**config.mk**
```make
export PLATFORM = sky130hd
export DESIGN_NAME = div_issue_unit_flat
export DESIGN_NICKNAME = d
export VERILOG_FILES = /design/src/rtl/div_issue_unit_if.sv /design/src/rtl/div_issue_unit.sv /design/src/flat_wrapper.sv
export SDC_FILE = /design/constraint.sdc
export NUM_CORES = 1
export LEC_CHECK = 0
export ABC_AREA = 1
export ABC_CLOCK_PERIOD_IN_PS = 1800
export BUFFER_PORTS_ARGS = -buffer_cell sky130_fd_sc_hd__buf_2
export CAP_MARGIN = 15
export CORE_UTILIZATION = 45
export DETAILED_ROUTE_END_ITERATION = 16
export PLACE_DENSITY = 0.75
export SLEW_MARGIN = 25
export SYNTH_ARGS = -nofsm -noshare
export SYNTH_HDL_FRONTEND = slang
export SYNTH_SLANG_ARGS = --single-unit
```
**constraint.sdc**
```tcl
create_clock -name clk -period 1.8 [get_ports clk]
set_input_delay 0.27 -clock clk [delete_from_list [all_inputs] [get_ports clk]]
set_output_delay 0.27 -clock clk [all_outputs]
set_load 0.02 [all_outputs]
```
**src/rtl/div_issue_unit_if.sv**
```systemverilog
// div_issue_unit_if: divider op type plus the EXU, divider and writeback handshakes of the issue unit
package riscv_div_pkg;
  typedef enum logic [1:0] {DIV_OP_DIV, DIV_OP_DIVU, DIV_OP_REM, DIV_OP_REMU} riscv_div_op_e;
endpackage

interface div_issue_unit_if import riscv_div_pkg::*; #(parameter int TAG_W = 5);
  logic up_valid, up_ready, flush;
  riscv_div_op_e up_opcode, div_req_opcode;
  logic [31:0] up_dataA, up_dataB, div_req_dataA, div_req_dataB, div_resp_data, wb_data;
  logic [TAG_W-1:0] up_tag, wb_tag;
  logic div_req_valid, div_req_ready, div_resp_valid, div_resp_ready, wb_valid, wb_ready;
  modport slave (
    input up_valid, up_opcode, up_dataA, up_dataB, up_tag, flush,
          div_req_ready, div_resp_valid, div_resp_data, wb_ready,
    output up_ready, div_req_valid, div_req_opcode, div_req_dataA, div_req_dataB,
           div_resp_ready, wb_valid, wb_data, wb_tag
  );
  modport master (
    output up_valid, up_opcode, up_dataA, up_dataB, up_tag, flush,
           div_req_ready, div_resp_valid, div_resp_data, wb_ready,
    input up_ready, div_req_valid, div_req_opcode, div_req_dataA, div_req_dataB,
          div_resp_ready, wb_valid, wb_data, wb_tag
  );
endinterface

```
**src/rtl/div_issue_unit.sv**
```systemverilog
// div_issue_unit: issues DIV/REM ops to the iterative divider and returns tagged results, with a last-result cache
module div_issue_unit import riscv_div_pkg::*; #(
  parameter int TAG_W = 5,
  parameter bit CACHE_EN = 1'b1
) (
  input logic clk,
  input logic rst,
  div_issue_unit_if.slave io
);
  typedef enum logic [2:0] {IDLE, ISSUE, WAIT, DRAIN, OUT} state_e;
  state_e state, state_n;
  riscv_div_op_e op_q, c_op;
  logic [31:0] a_q, b_q, res_q, c_a, c_b, c_res;
  logic [TAG_W-1:0] tag_q;
  logic c_vld, take, hit, req_xfer, resp_done;
  assign take = state == IDLE && io.up_valid && !io.flush;
  assign hit = CACHE_EN && c_vld && io.up_opcode == c_op && io.up_dataA == c_a && io.up_dataB == c_b;
  assign req_xfer = io.div_req_valid && io.div_req_ready;
  assign resp_done = state == WAIT && io.div_resp_valid && !io.flush;
  always_comb begin
    state_n = state;
    case (state)
      IDLE:    state_n = take ? (hit ? OUT : ISSUE) : IDLE;
      ISSUE:   state_n = io.flush ? (req_xfer ? DRAIN : IDLE) : (req_xfer ? WAIT : ISSUE);
      // a response on the flush cycle is already consumed, so nothing is left to drain
      WAIT:    state_n = io.flush ? (io.div_resp_valid ? IDLE : DRAIN) : (io.div_resp_valid ? OUT : WAIT);
      DRAIN:   state_n = io.div_resp_valid ? IDLE : DRAIN;
      OUT:     state_n = (io.flush || io.wb_ready) ? IDLE : OUT;
      default: state_n = IDLE;
    endcase
  end
  always_ff @(posedge clk) begin
    if (rst) begin
      state <= IDLE;
      op_q <= DIV_OP_DIV;
      a_q <= '0;
      b_q <= '0;
      tag_q <= '0;
      res_q <= '0;
      c_op <= DIV_OP_DIV;
      c_a <= '0;
      c_b <= '0;
      c_res <= '0;
      c_vld <= 1'b0;
    end else begin
      state <= state_n;
      if (take) begin
        op_q <= io.up_opcode;
        a_q <= io.up_dataA;
        b_q <= io.up_dataB;
        tag_q <= io.up_tag;
        if (hit) res_q <= c_res;
      end
      if (resp_done) begin
        res_q <= io.div_resp_data;
        c_op <= op_q;
        c_a <= a_q;
        c_b <= b_q;
        c_res <= io.div_resp_data;
        c_vld <= CACHE_EN;
      end
    end
  end
  assign io.up_ready = state == IDLE;
  assign io.div_req_valid = state == ISSUE;
  assign io.div_req_opcode = op_q;
  assign io.div_req_dataA = a_q;
  assign io.div_req_dataB = b_q;
  assign io.div_resp_ready = state == WAIT || state == DRAIN;
  assign io.wb_valid = state == OUT;
  assign io.wb_data = res_q;
  assign io.wb_tag = tag_q;
endmodule

```
**src/flat_wrapper.sv**
```systemverilog
// flat-port wrapper written by rule: the top's interface ports become plain ports
module div_issue_unit_flat import riscv_div_pkg::*;
#(
  parameter int TAG_W = 5,
  parameter bit CACHE_EN = 1'b1
)
  (clk, rst, io_up_valid, io_up_opcode, io_up_dataA, io_up_dataB, io_up_tag, io_flush, io_div_req_ready, io_div_resp_valid, io_div_resp_data, io_wb_ready, io_up_ready, io_div_req_valid, io_div_req_opcode, io_div_req_dataA, io_div_req_dataB, io_div_resp_ready, io_wb_valid, io_wb_data, io_wb_tag);
  div_issue_unit_if #(.TAG_W(TAG_W)) io_i ();
  input logic clk;
  input logic rst;
  input wire logic [$bits(io_i.up_valid)-1:0] io_up_valid;
  input wire logic [$bits(io_i.up_opcode)-1:0] io_up_opcode;
  input wire logic [$bits(io_i.up_dataA)-1:0] io_up_dataA;
  input wire logic [$bits(io_i.up_dataB)-1:0] io_up_dataB;
  input wire logic [$bits(io_i.up_tag)-1:0] io_up_tag;
  input wire logic [$bits(io_i.flush)-1:0] io_flush;
  input wire logic [$bits(io_i.div_req_ready)-1:0] io_div_req_ready;
  input wire logic [$bits(io_i.div_resp_valid)-1:0] io_div_resp_valid;
  input wire logic [$bits(io_i.div_resp_data)-1:0] io_div_resp_data;
  input wire logic [$bits(io_i.wb_ready)-1:0] io_wb_ready;
  output wire logic [$bits(io_i.up_ready)-1:0] io_up_ready;
  output wire logic [$bits(io_i.div_req_valid)-1:0] io_div_req_valid;
  output wire logic [$bits(io_i.div_req_opcode)-1:0] io_div_req_opcode;
  output wire logic [$bits(io_i.div_req_dataA)-1:0] io_div_req_dataA;
  output wire logic [$bits(io_i.div_req_dataB)-1:0] io_div_req_dataB;
  output wire logic [$bits(io_i.div_resp_ready)-1:0] io_div_resp_ready;
  output wire logic [$bits(io_i.wb_valid)-1:0] io_wb_valid;
  output wire logic [$bits(io_i.wb_data)-1:0] io_wb_data;
  output wire logic [$bits(io_i.wb_tag)-1:0] io_wb_tag;
  assign io_i.up_valid = io_up_valid;
  assign io_i.up_opcode = io_up_opcode;
  assign io_i.up_dataA = io_up_dataA;
  assign io_i.up_dataB = io_up_dataB;
  assign io_i.up_tag = io_up_tag;
  assign io_i.flush = io_flush;
  assign io_i.div_req_ready = io_div_req_ready;
  assign io_i.div_resp_valid = io_div_resp_valid;
  assign io_i.div_resp_data = io_div_resp_data;
  assign io_i.wb_ready = io_wb_ready;
  assign io_up_ready = io_i.up_ready;
  assign io_div_req_valid = io_i.div_req_valid;
  assign io_div_req_opcode = io_i.div_req_opcode;
  assign io_div_req_dataA = io_i.div_req_dataA;
  assign io_div_req_dataB = io_i.div_req_dataB;
  assign io_div_resp_ready = io_i.div_resp_ready;
  assign io_wb_valid = io_i.wb_valid;
  assign io_wb_data = io_i.wb_data;
  assign io_wb_tag = io_i.wb_tag;
  div_issue_unit #(.TAG_W(TAG_W), .CACHE_EN(CACHE_EN)) u_core (.clk(clk), .rst(rst), .io(io_i));
endmodule
```
==> results of run 1 <==
-- repair_timing --
item | 4_1_cts | 5_1_grt
gates cloned | 4 | 2
hold buffers | 5 | 0
pin swaps | 5 | 20
gates resized for setup | 35 | 42
endpoints found under the setup margin | 32 | 33
endpoints found under the hold margin | 5 | 0
setup buffers | 5 | 1
-- per-layer routing --
layer / track usage / share of wire / up-vias
li1: - / - / 4276
met1: 0.290 / 0.43 / 3715
met2: 0.382 / 0.47 / 250
met3: 0.0622 / 0.079 / 43
met4: 0.0532 / 0.021 / 4
met5: 0 / 0.00082 / -
-- report_power, final --
part	leakage, nW	switching [W]	internal (W)
Sequential	1.67	0.0000947	0.00470
Clock	0.383	0.00184	0.00292
Combinational	3.84	0.000669	0.000407
-- how the worst min path moves through the flow --
stage                                                          end  slack, ps  depth (start not counted)
after CTS                 u_core.io.div_req_dataB[19]$_SDFFE_PP0P_         10                          3
after floorplan           u_core.io.div_req_dataA[28]$_SDFFE_PP0P_        400                          2
after global routing      u_core.io.div_req_dataB[19]$_SDFFE_PP0P_         30                          3
after detailed placement                u_core.c_a[4]$_SDFFE_PP0P_        450                          2
final                     u_core.io.div_req_dataB[19]$_SDFFE_PP0P_         30                          3
after global placement                  u_core.c_a[4]$_SDFFE_PP0P_        440                          2
-- per-stage QoR --
stage,util,total power [W],cells
2_1_floorplan,-,0.00548,1221
3_3_place_gp,0.536,0.00591,1633
3_5_place_dp,0.536,0.00593,1633
4_1_cts,0.594,0.0107,1687
5_1_grt,0.606,0.0110,1689
6_report,0.606,0.0106,1691
-- synth_stat cells, types with 4 or more instances --
cell      count
dfxtp_1     205
nand2_1     182
inv_1       175
nor2_1      169
o21ai_0     158
a21oi_1     141
clkbuf_1     51
nand3_1      36
or2_2        32
o21ai_1      21
buf_2        13
xnor2_1       8
nand4_1       7
xor2_1        4
-- critical path, delay by kind of cell, from the launching register on --
family                 cells  cell delay, ps
and+or+nand+nor           10             920
buffers and inverters      3             410
DFF                        1             340
AOI/OAI and AO/OA          1             130
-- final cells by class --
type | instances | area share
repair buffers | 266 | 0.150
diodes | 2 | 0.000442
inverters | 178 | 0.0592
multi-input cells | 766 | 0.333
flip-flops and latches | 205 | 0.363
well taps | 234 | 0.0258
clock buffers | 28 | 0.0560
clock inverters | 12 | 0.0124
-- placed cells by master (no fill, tap or decap), types with 3 or more instances in the layout --
master         count
a21oi_1          125
a21oi_2           16
buf_12             8
buf_16             4
buf_2            216
buf_4             29
bufinv_16          3
clkbuf_16         25
clkbuf_8           4
clkinv_2           7
dfxtp_1          196
dfxtp_2            9
dlygate4sd3_1      5
inv_1            171
inv_2              6
nand2_1          173
nand2_2            9
nand3_1           18
nand3_2           18
nand4_1            7
nor2_1           164
nor2_2             4
nor2_4             4
o21ai_0          157
o21ai_1           21
or2_2             32
xnor2_1            6
xor2_1             4
-- state kept, by name, summed over array words and instances (netlist names) --
register                  flops
u_core.c_b                   32
u_core.io.wb_data            32
u_core.io.div_req_opcode      2
u_core.state                  3
u_core.c_op                   2
u_core.c_vld                  1
u_core.c_a                   32
u_core.io.div_req_dataA      32
u_core.io.wb_tag              5
u_core.c_res                 32
u_core.io.div_req_dataB      32
-- cells by family (layout without fill, tap and decap cells) --
logic type	count (synthesis)	count (layout)
simple gates	433	433
flops	205	205
buf+inv	250	484
xor+xnor	12	12
other cells	0	2
compound gates	321	321
==> results.md, run 1 <==
* CP max stage delay at 340 ps
* Vias at 8288
* CTS tree: done
* Fmax at 537 MHz
* Maximum root-to-sink buffer count at 3
* Total Wirelength at 23200 um
* Area leader, netlist: dfxtp_1
* YS warnings at 0
* DR iter-0 viols at 426
* Register area at 4120 um2
* Final period util at 1.03
* Post-DP HPWL at 15000 um
* EDFF count, synth at 0
* Synth top area cells: dfxtp_1 (48%), o21ai_0 (9.2%), a21oi_1 (8.2%), nand2_1 (7.9%), inv_1 (7.6%)
* Violated checks: setup timing
* Compound-Gate Fraction of Synth Area at 0.187
* Primary FF master, synth: dfxtp_1
* Slew @ Worst Pin at 438 ps
* Syn Inst Count at 1221
* Hold path start: io_up_dataB[19]
* Clock Pin Slew Worst Setup and Hold Paths at 60 ps
* Worst Path Required at 2230 ps
* Max_cap viols at 0
* Worst setup path start: u_core.c_a[16]$_SDFFE_PP0P_
* DRC at 0
* Root buffer cell: clkbuf_16
* Crit-path cells: inv_2 > nand2_2 > nand2_2 > a21oi_2 > nand2_1 > nor2_1 > nand2_2 > nor2_4 > nand4_4 > buf_8 > clkbuf_16 > nand3_1 > nand2_1 > nor2_1
* Final ANT Viol Nets at 0
* CP Capture Point: u_core.io.wb_data[14]$_SDFFE_PP0P_
* Synthesized flop and latch total at 205
* Most common cell on crit path: nand2_2
* Global-route wire length before repair at 36800 um
* P&R area growth vs syn at 31.6%
* Synth Area in Simple Gates at 0.210
* Number of global-route vias before repair at 7522
* R2R Setup Slk at -60 ps
* Std-Cell Rows at 50
* Setup TNS at -913 ps
* Grt ovf at 0
* Share of post-route cells with drive strength above 1 at 0.279
* Place WS at -173 ps
* Final WS setup at -60.5 ps
* Leak pwr at 5.90 nW
* Adder-cell share of the synthesized area at 0
* Mapped cell area at 8610 um2
* Port Buffers at 216
* Critical-path top delay cell: dfxtp_2
* Asr flop ratio synth at 0
* IR drop worst, VDD at 0.779 mV
* Top cell type's share of synthesized area at 0.477
* Crit-path max FO at 8
* CP Launch Type: flip-flop
* Num ports at 217
* Final setup fails at 31
* Hold WS at 30.0 ps
* Slew Viols, Final at 0
* RSZ-0062 raised after global routing: true
* Syn_nets at 1331
* Multi-input gate area at 3780 um2
* Initial Utilization at 0.460
* Fin Clk Skew at 10.8 ps
* Post-DP Area at 10000 um2
* Pin count of the biggest net entering global routing at 77
* Number of hold violations in the final report at 0
* Critical Setup Path Class: flip-flop to flip-flop
* Mux contribution to synthesized area at 0
* Chip height at 140 um
* Core area at 18700 um2
* Total track usage at 0.227
* Status: complete, but fails checks
* Largest family of logic cells by synthesized area: simple AND/OR/NAND/NOR gates
* Xor-xnor portion of the synthesized cell area at 0.0122
* Yosys cell types at 25
* Full die area at 19700 um2
* Worst min path class: input pin to flip-flop
* Slew headroom at 0.708
* Register area share after synthesis at 0.477
* Worst reg2reg endpoint: u_core.io.wb_data[14]$_SDFFE_PP0P_
* GP Congestion at 0.784
* R2r startpoint: u_core.c_a[16]$_SDFFE_PP0P_
* Post-route cell area at 11300 um2
* Mean Syn Cell Area at 7.05 um2
* Initial antenna violation count at 3
* Crit path time final at 1860 ps
* Crit path arrival time at 2290 ps
* Worst reg2reg path depth at 14
* Clock sink total at 205
* DR WL/cell at 13.7 um
* Inserted Clock Buffers at 22
* Fillcell total at 1656
* Die width at 140 um
* CTS H-tree depth at 1
* Crit end category: flip-flop
* Drt pass-1 iters at 5
* Vias/cell at 4.90
* Nets at 1549
* Pwr dens at 938 nW/um2
* Clk_lat worst skew at 490 ps
Note: power is estimated with default switching activity, not from simulation.
==> run 2, diff against run 1 <==
--- a/config.mk
+++ b/config.mk
@@ -5,13 +5,13 @@
 export SDC_FILE = /design/constraint.sdc
 export NUM_CORES = 1
 export LEC_CHECK = 0
-export ABC_AREA = 1
+export ABC_AREA = 0
 export ABC_CLOCK_PERIOD_IN_PS = 1800
 export BUFFER_PORTS_ARGS = -buffer_cell sky130_fd_sc_hd__buf_2
 export CAP_MARGIN = 15
 export CORE_UTILIZATION = 45
 export DETAILED_ROUTE_END_ITERATION = 16
-export PLACE_DENSITY = 0.75
+export PLACE_DENSITY = 0.76
 export SLEW_MARGIN = 25
 export SYNTH_ARGS = -nofsm -noshare
 export SYNTH_HDL_FRONTEND = slang
==> results.md, run 2 <==
* Grt ovf at 0
* Maximum root-to-sink buffer count at 3
* Critical Setup Path Class: flip-flop to flip-flop
* Fillcell total at 1466
* CP Launch Type: flip-flop
* Total track usage at 0.241
* Fin Clk Skew at 18.2 ps
* Slew Viols, Final at 0
* Register area share after synthesis at 0.513
* Placed insts at 1397
* Status: complete, but fails checks
* Global-route wire length before repair at 35100 um
* Worst Path Required at 2180 ps
* Final ANT Viol Nets at 0
* RSZ-0062 raised after global routing: true
* Clock Pin Slew Worst Setup and Hold Paths at 60 ps
* Die width at 135 um
* P&R area growth vs syn at 34.9%
* Nets at 1315
* IR drop worst, VDD at 0.711 mV
* Worst min path class: input pin to flip-flop
* Share of post-route cells with drive strength above 1 at 0.296
* CTS tree: done
* Inserted Clock Buffers at 22
* Violated checks: setup timing
* Mapped cell area at 8000 um2
* Slew @ Worst Pin at 384 ps
* Fmax at 430 MHz
* Slew headroom at 0.744
* Number of global-route vias before repair at 6876
* Clock sink total at 205
* Vias/cell at 5.08
* Final setup fails at 34
* YS warnings at 0
* Root buffer cell: clkbuf_16
* Crit path arrival time at 2710 ps
* Crit path time final at 2330 ps
* Initial Utilization at 0.462
* Primary FF master, synth: dfxtp_1
* Syn_nets at 1084
* GP Congestion at 0.793
* Post-DP Area at 9610 um2
* Final period util at 1.29
* EDFF count, synth at 0
* Tot Pwr at 0.0106 W
* Post-DP HPWL at 14900 um
* Yosys cell types at 35
* Crit end category: flip-flop
* CTS H-tree depth at 1
* Pwr dens at 985 nW/um2
* Chip height at 135 um
* Vias at 7353
* Final Non-Filler Cells at 1448
* Clk_lat worst skew at 510 ps
* Mean Syn Cell Area at 8.21 um2
* DR iter-0 viols at 386
* Most frequent cells in the layout: nand2_1 (338), buf_2 (215), dfxtp_1 (196), a21oi_1 (172), xnor2_1 (47)
* Hold WS at 12.5 ps
* Top cell type's share of synthesized area at 0.513
* Leak pwr at 4.37 nW
* Synthesized flop and latch total at 205
* Initial antenna violation count at 1
* Total Wirelength at 23100 um
* Final WS setup at -526 ps
* Commonest non-fill, non-tap cell in the layout: nand2_1
* Synth cell count leaders: nand2_1 (338), dfxtp_1 (205), a21oi_1 (172)
* DRC at 0
* Full die area at 18300 um2
* Num ports at 217
* Core area at 17300 um2
* Place WS at -801 ps
* DR WL/cell at 15.9 um
* Crit-path max FO at 5
* Drt pass-1 iters at 4
* Std-Cell Rows at 48
* Syn Inst Count at 974
* Port Buffers at 216
* Max_cap viols at 0
* Area leader, netlist: dfxtp_1
* Number of hold violations in the final report at 0
* Synth top area cells: dfxtp_1 (51%), nand2_1 (16%), a21oi_1 (11%), xnor2_1 (5.7%), mux2_1 (4.1%)
* Top-count cell post-synth: nand2_1
* Post-route cell area at 10800 um2
* Pin count of the biggest net entering global routing at 76
* Asr flop ratio synth at 0
==> run 2: cell type report <==
type	count	area, um2	area share
clock inverters	11	185	0.0172
multi-input cells	695	3820	0.354
diodes	2	5.00	0.000464
repair buffers	269	1700	0.157
clock buffers	29	638	0.0591
flip-flops and latches	205	4120	0.381
inverters	12	45.0	0.00417
well taps	225	282	0.0261
==> run 2: kinds of logic (layout without fill, tap and decap cells) <==
group	after synthesis	after routing	share of synthesized area
other	0	2	0
multiplexers	32	32	0.0451
XOR/XNOR	53	53	0.0580
AND/OR/NAND/NOR	424	424	0.224
buffers and inverters	74	321	0.0375
flip-flops	205	205	0.513
AO/OA/AOI/OAI	186	186	0.122
==> run 2: worst max-delay path, cell delays in order, from the launching register on <==
cell and delay (ps):
dfxtp_1 300, nor2b_1 120, a2111o_1 420, nor4_4 330, nand4_1 190, o21ai_4 180
buf_6 130, buf_12 110, buf_12 120, mux2_4 300
==> run 2: worst paths after layout <==
check,start,end,slack (ps),cells after the start
setup reg to reg,u_core.c_b[13]$_SDFFE_PP0P_,u_core.io.wb_data[21]$_SDFFE_PP0P_,-530,9
setup / recovery,u_core.c_b[13]$_SDFFE_PP0P_,u_core.io.wb_data[21]$_SDFFE_PP0P_,-530,9
hold / removal,io_up_tag[1],u_core.io.wb_tag[1]$_SDFFE_PP0P_,10,3
hold reg to reg,u_core.io.wb_tag[1]$_SDFFE_PP0P_,u_core.io.wb_tag[1]$_SDFFE_PP0P_,450,2
==> run 2: where the power goes <==
part	leakage [nW]	switching [W]	total (W)	internal, W
logic	2.30	0.000525	0.000858	0.000333
clock network	0.401	0.00187	0.00508	0.00321
registers	1.66	0.0000600	0.00469	0.00463
total	4.37	0.00246	0.0106	0.00817
==> run 2: routing by layer <==
metal,vias up,wire length (um),track usage
met2,206,10900,0.407
met1,3467,10000,0.301
met5,-,0,0
li1,3640,-,-
met4,0,481,0.0687
met3,40,1640,0.0632
==> run 2: what timing repair did <==
action / in CTS / in global routing
gates resized for setup: 21 / 36
pin swaps: 5 / 12
setup buffers: 4 / 1
hold buffers: 2 / 0
hold endpoints to repair: 2 / 0
cloned: 3 / 1
setup endpoints to repair: 34 / 35
==> run 2: stage by stage <==
step                utilization  setup TNS [ps]
floorplan                     -           -9430
global placement          0.555          -25210
detailed placement        0.555          -25850
CTS                       0.616          -18510
global route              0.623          -18840
finish                    0.624          -15970
==> run 3, diff against run 2 <==
--- a/config.mk
+++ b/config.mk
@@ -10,6 +10,7 @@
 export BUFFER_PORTS_ARGS = -buffer_cell sky130_fd_sc_hd__buf_2
 export CAP_MARGIN = 15
 export CORE_UTILIZATION = 45
+export CTS_BUF_LIST = sky130_fd_sc_hd__clkbuf_4 sky130_fd_sc_hd__clkbuf_8 sky130_fd_sc_hd__clkbuf_16
 export DETAILED_ROUTE_END_ITERATION = 16
 export PLACE_DENSITY = 0.76
 export SLEW_MARGIN = 25
==> results.md, run 3 (synthesis gave the netlist of run 2 again) <==
* Initial antenna violation count at 1
* DR iter-0 viols at 400
* Critical-path top delay cell: a2111o_1
* Slew @ Worst Pin at 384 ps
* Leak pwr at 4.37 nW
* Drt pass-1 iters at 4
* Number of hold violations in the final report at 0
* Initial Utilization at 0.462
* Full die area at 18300 um2
* Post-DP HPWL at 14900 um
* Critical path buffers and inverters at 3
* Critical Setup Path Class: flip-flop to flip-flop
* Final setup fails at 34
* Vias at 7340
* CP Launch Type: flip-flop
* CP max stage delay at 420 ps
* Slew headroom at 0.744
* Max_cap viols at 0
* Final WS setup at -526 ps
* IR drop worst, VDD at 0.711 mV
* Share of post-route cells with drive strength above 1 at 0.298
* Final ANT Viol Nets at 0
* Commonest non-fill, non-tap cell in the layout: nand2_1
* Most common cell on crit path: buf_12
* Setup TNS at -16020 ps
* Core area at 17300 um2
* Cell family contributing the most delay on the critical path: simple AND/OR/NAND/NOR gates
* Port Buffers at 216
* Num ports at 217
* Clock Pin Slew Worst Setup and Hold Paths at 60 ps
* DRC at 0
* Crit end category: flip-flop
* Crit path arrival time at 2710 ps
* CTS H-tree depth at 1
* Crit-path max FO at 5
* GP Congestion at 0.793
* Crit-path cells: nor2b_1 > a2111o_1 > nor4_4 > nand4_1 > o21ai_4 > buf_6 > buf_12 > buf_12 > mux2_4
* Global-route wire length before repair at 35200 um
* Worst Path Required at 2180 ps
* Grt ovf at 0
* Slew Viols, Final at 0
* DR WL/cell at 15.9 um
* Pwr dens at 986 nW/um2
* Maximum root-to-sink buffer count at 3
* Std-Cell Rows at 48
* Hold WS at 14.0 ps
* CTS tree: done
* Number of global-route vias before repair at 6885
* Fin Clk Skew at 17.3 ps
* Crit path time final at 2330 ps
* Pin count of the biggest net entering global routing at 76
* Status: complete, but fails checks
* Final period util at 1.29
* Place WS at -801 ps
* Nets at 1315
* Fmax at 430 MHz
* Clock sink total at 205
* RSZ-0062 raised after global routing: true
* Root buffer cell: clkbuf_16
* Post-Route Utilization at 0.624
* Die width at 135 um
* Total Wirelength at 23100 um
* P&R area growth vs syn at 35.0%
* Violated checks: setup timing
* Total track usage at 0.241
* Clk_lat worst skew at 510 ps
* Worst min path class: input pin to flip-flop
* Most frequent cells in the layout: nand2_1 (338), buf_2 (215), dfxtp_1 (196), a21oi_1 (172), xnor2_1 (47)
* Chip height at 135 um
* Vias/cell at 5.07
* Inserted Clock Buffers at 22
run 3: layer usage:
metal / track usage / wire [um] / up-vias
li1: - / - / 3638
met1: 0.301 / 10100 / 3457
met2: 0.407 / 10900 / 209
met3: 0.0632 / 1600 / 36
met4: 0.0687 / 468 / 0
met5: 0 / 0 / -
run 3: worst min-delay path: cells and delay by family:
family | cells | cell delay (ps)
buf+inv | 1 | 100
simple gates | 1 | 50
compound gates | 1 | 50
run 3: power by group:
group / leakage [nW] / total [W] / switching, W / internal (W)
logic: 2.30 / 0.000857 / 0.000524 / 0.000333
registers: 1.66 / 0.00469 / 0.0000595 / 0.00463
clock network: 0.408 / 0.00511 / 0.00187 / 0.00324
total: 4.37 / 0.0107 / 0.00245 / 0.00820
run 3: through the flow:
| step | cell area [um2] | total power [W] | std cells |
|---|---|---|---|
| detailed placement | 9610 | 0.00562 | 1397 |
| finish | 10800 | 0.0107 | 1448 |
| CTS | 10700 | 0.0107 | 1446 |
| global placement | 9610 | 0.00560 | 1397 |
| global route | 10800 | 0.0110 | 1446 |
| floorplan | 8020 | 0.00520 | 974 |
run 3: what timing repair did:
item                                    CTS  global route
hold buffers                              2             0
hold endpoints to repair                  2             0
endpoints found under the setup margin   34            35
gates cloned                              3             1
pin swaps                                 5            12
gates resized for setup                  21            36
buffers inserted                          4             1
run 3: path summary, 6_finish.rpt:
path              depth (start not counted)  slack (ps)                                  to                             start
setup / recovery                          9        -530  u_core.io.wb_data[21]$_SDFFE_PP0P_       u_core.c_b[13]$_SDFFE_PP0P_
hold / removal                            3          10    u_core.io.wb_tag[1]$_SDFFE_PP0P_                      io_up_tag[1]
setup reg to reg                          9        -530  u_core.io.wb_data[21]$_SDFFE_PP0P_       u_core.c_b[13]$_SDFFE_PP0P_
hold reg to reg                           2         450    u_core.io.wb_tag[1]$_SDFFE_PP0P_  u_core.io.wb_tag[1]$_SDFFE_PP0P_
run 3: cell type report:
type	instances	area, um2
diodes	2	5.00
clock buffers	29	646
clock inverters	11	185
fillers	1464	6500
inverters	12	45.0
multi-input cells	695	3820
flip-flops and latches	205	4120
well taps	225	282
repair buffers	269	1700
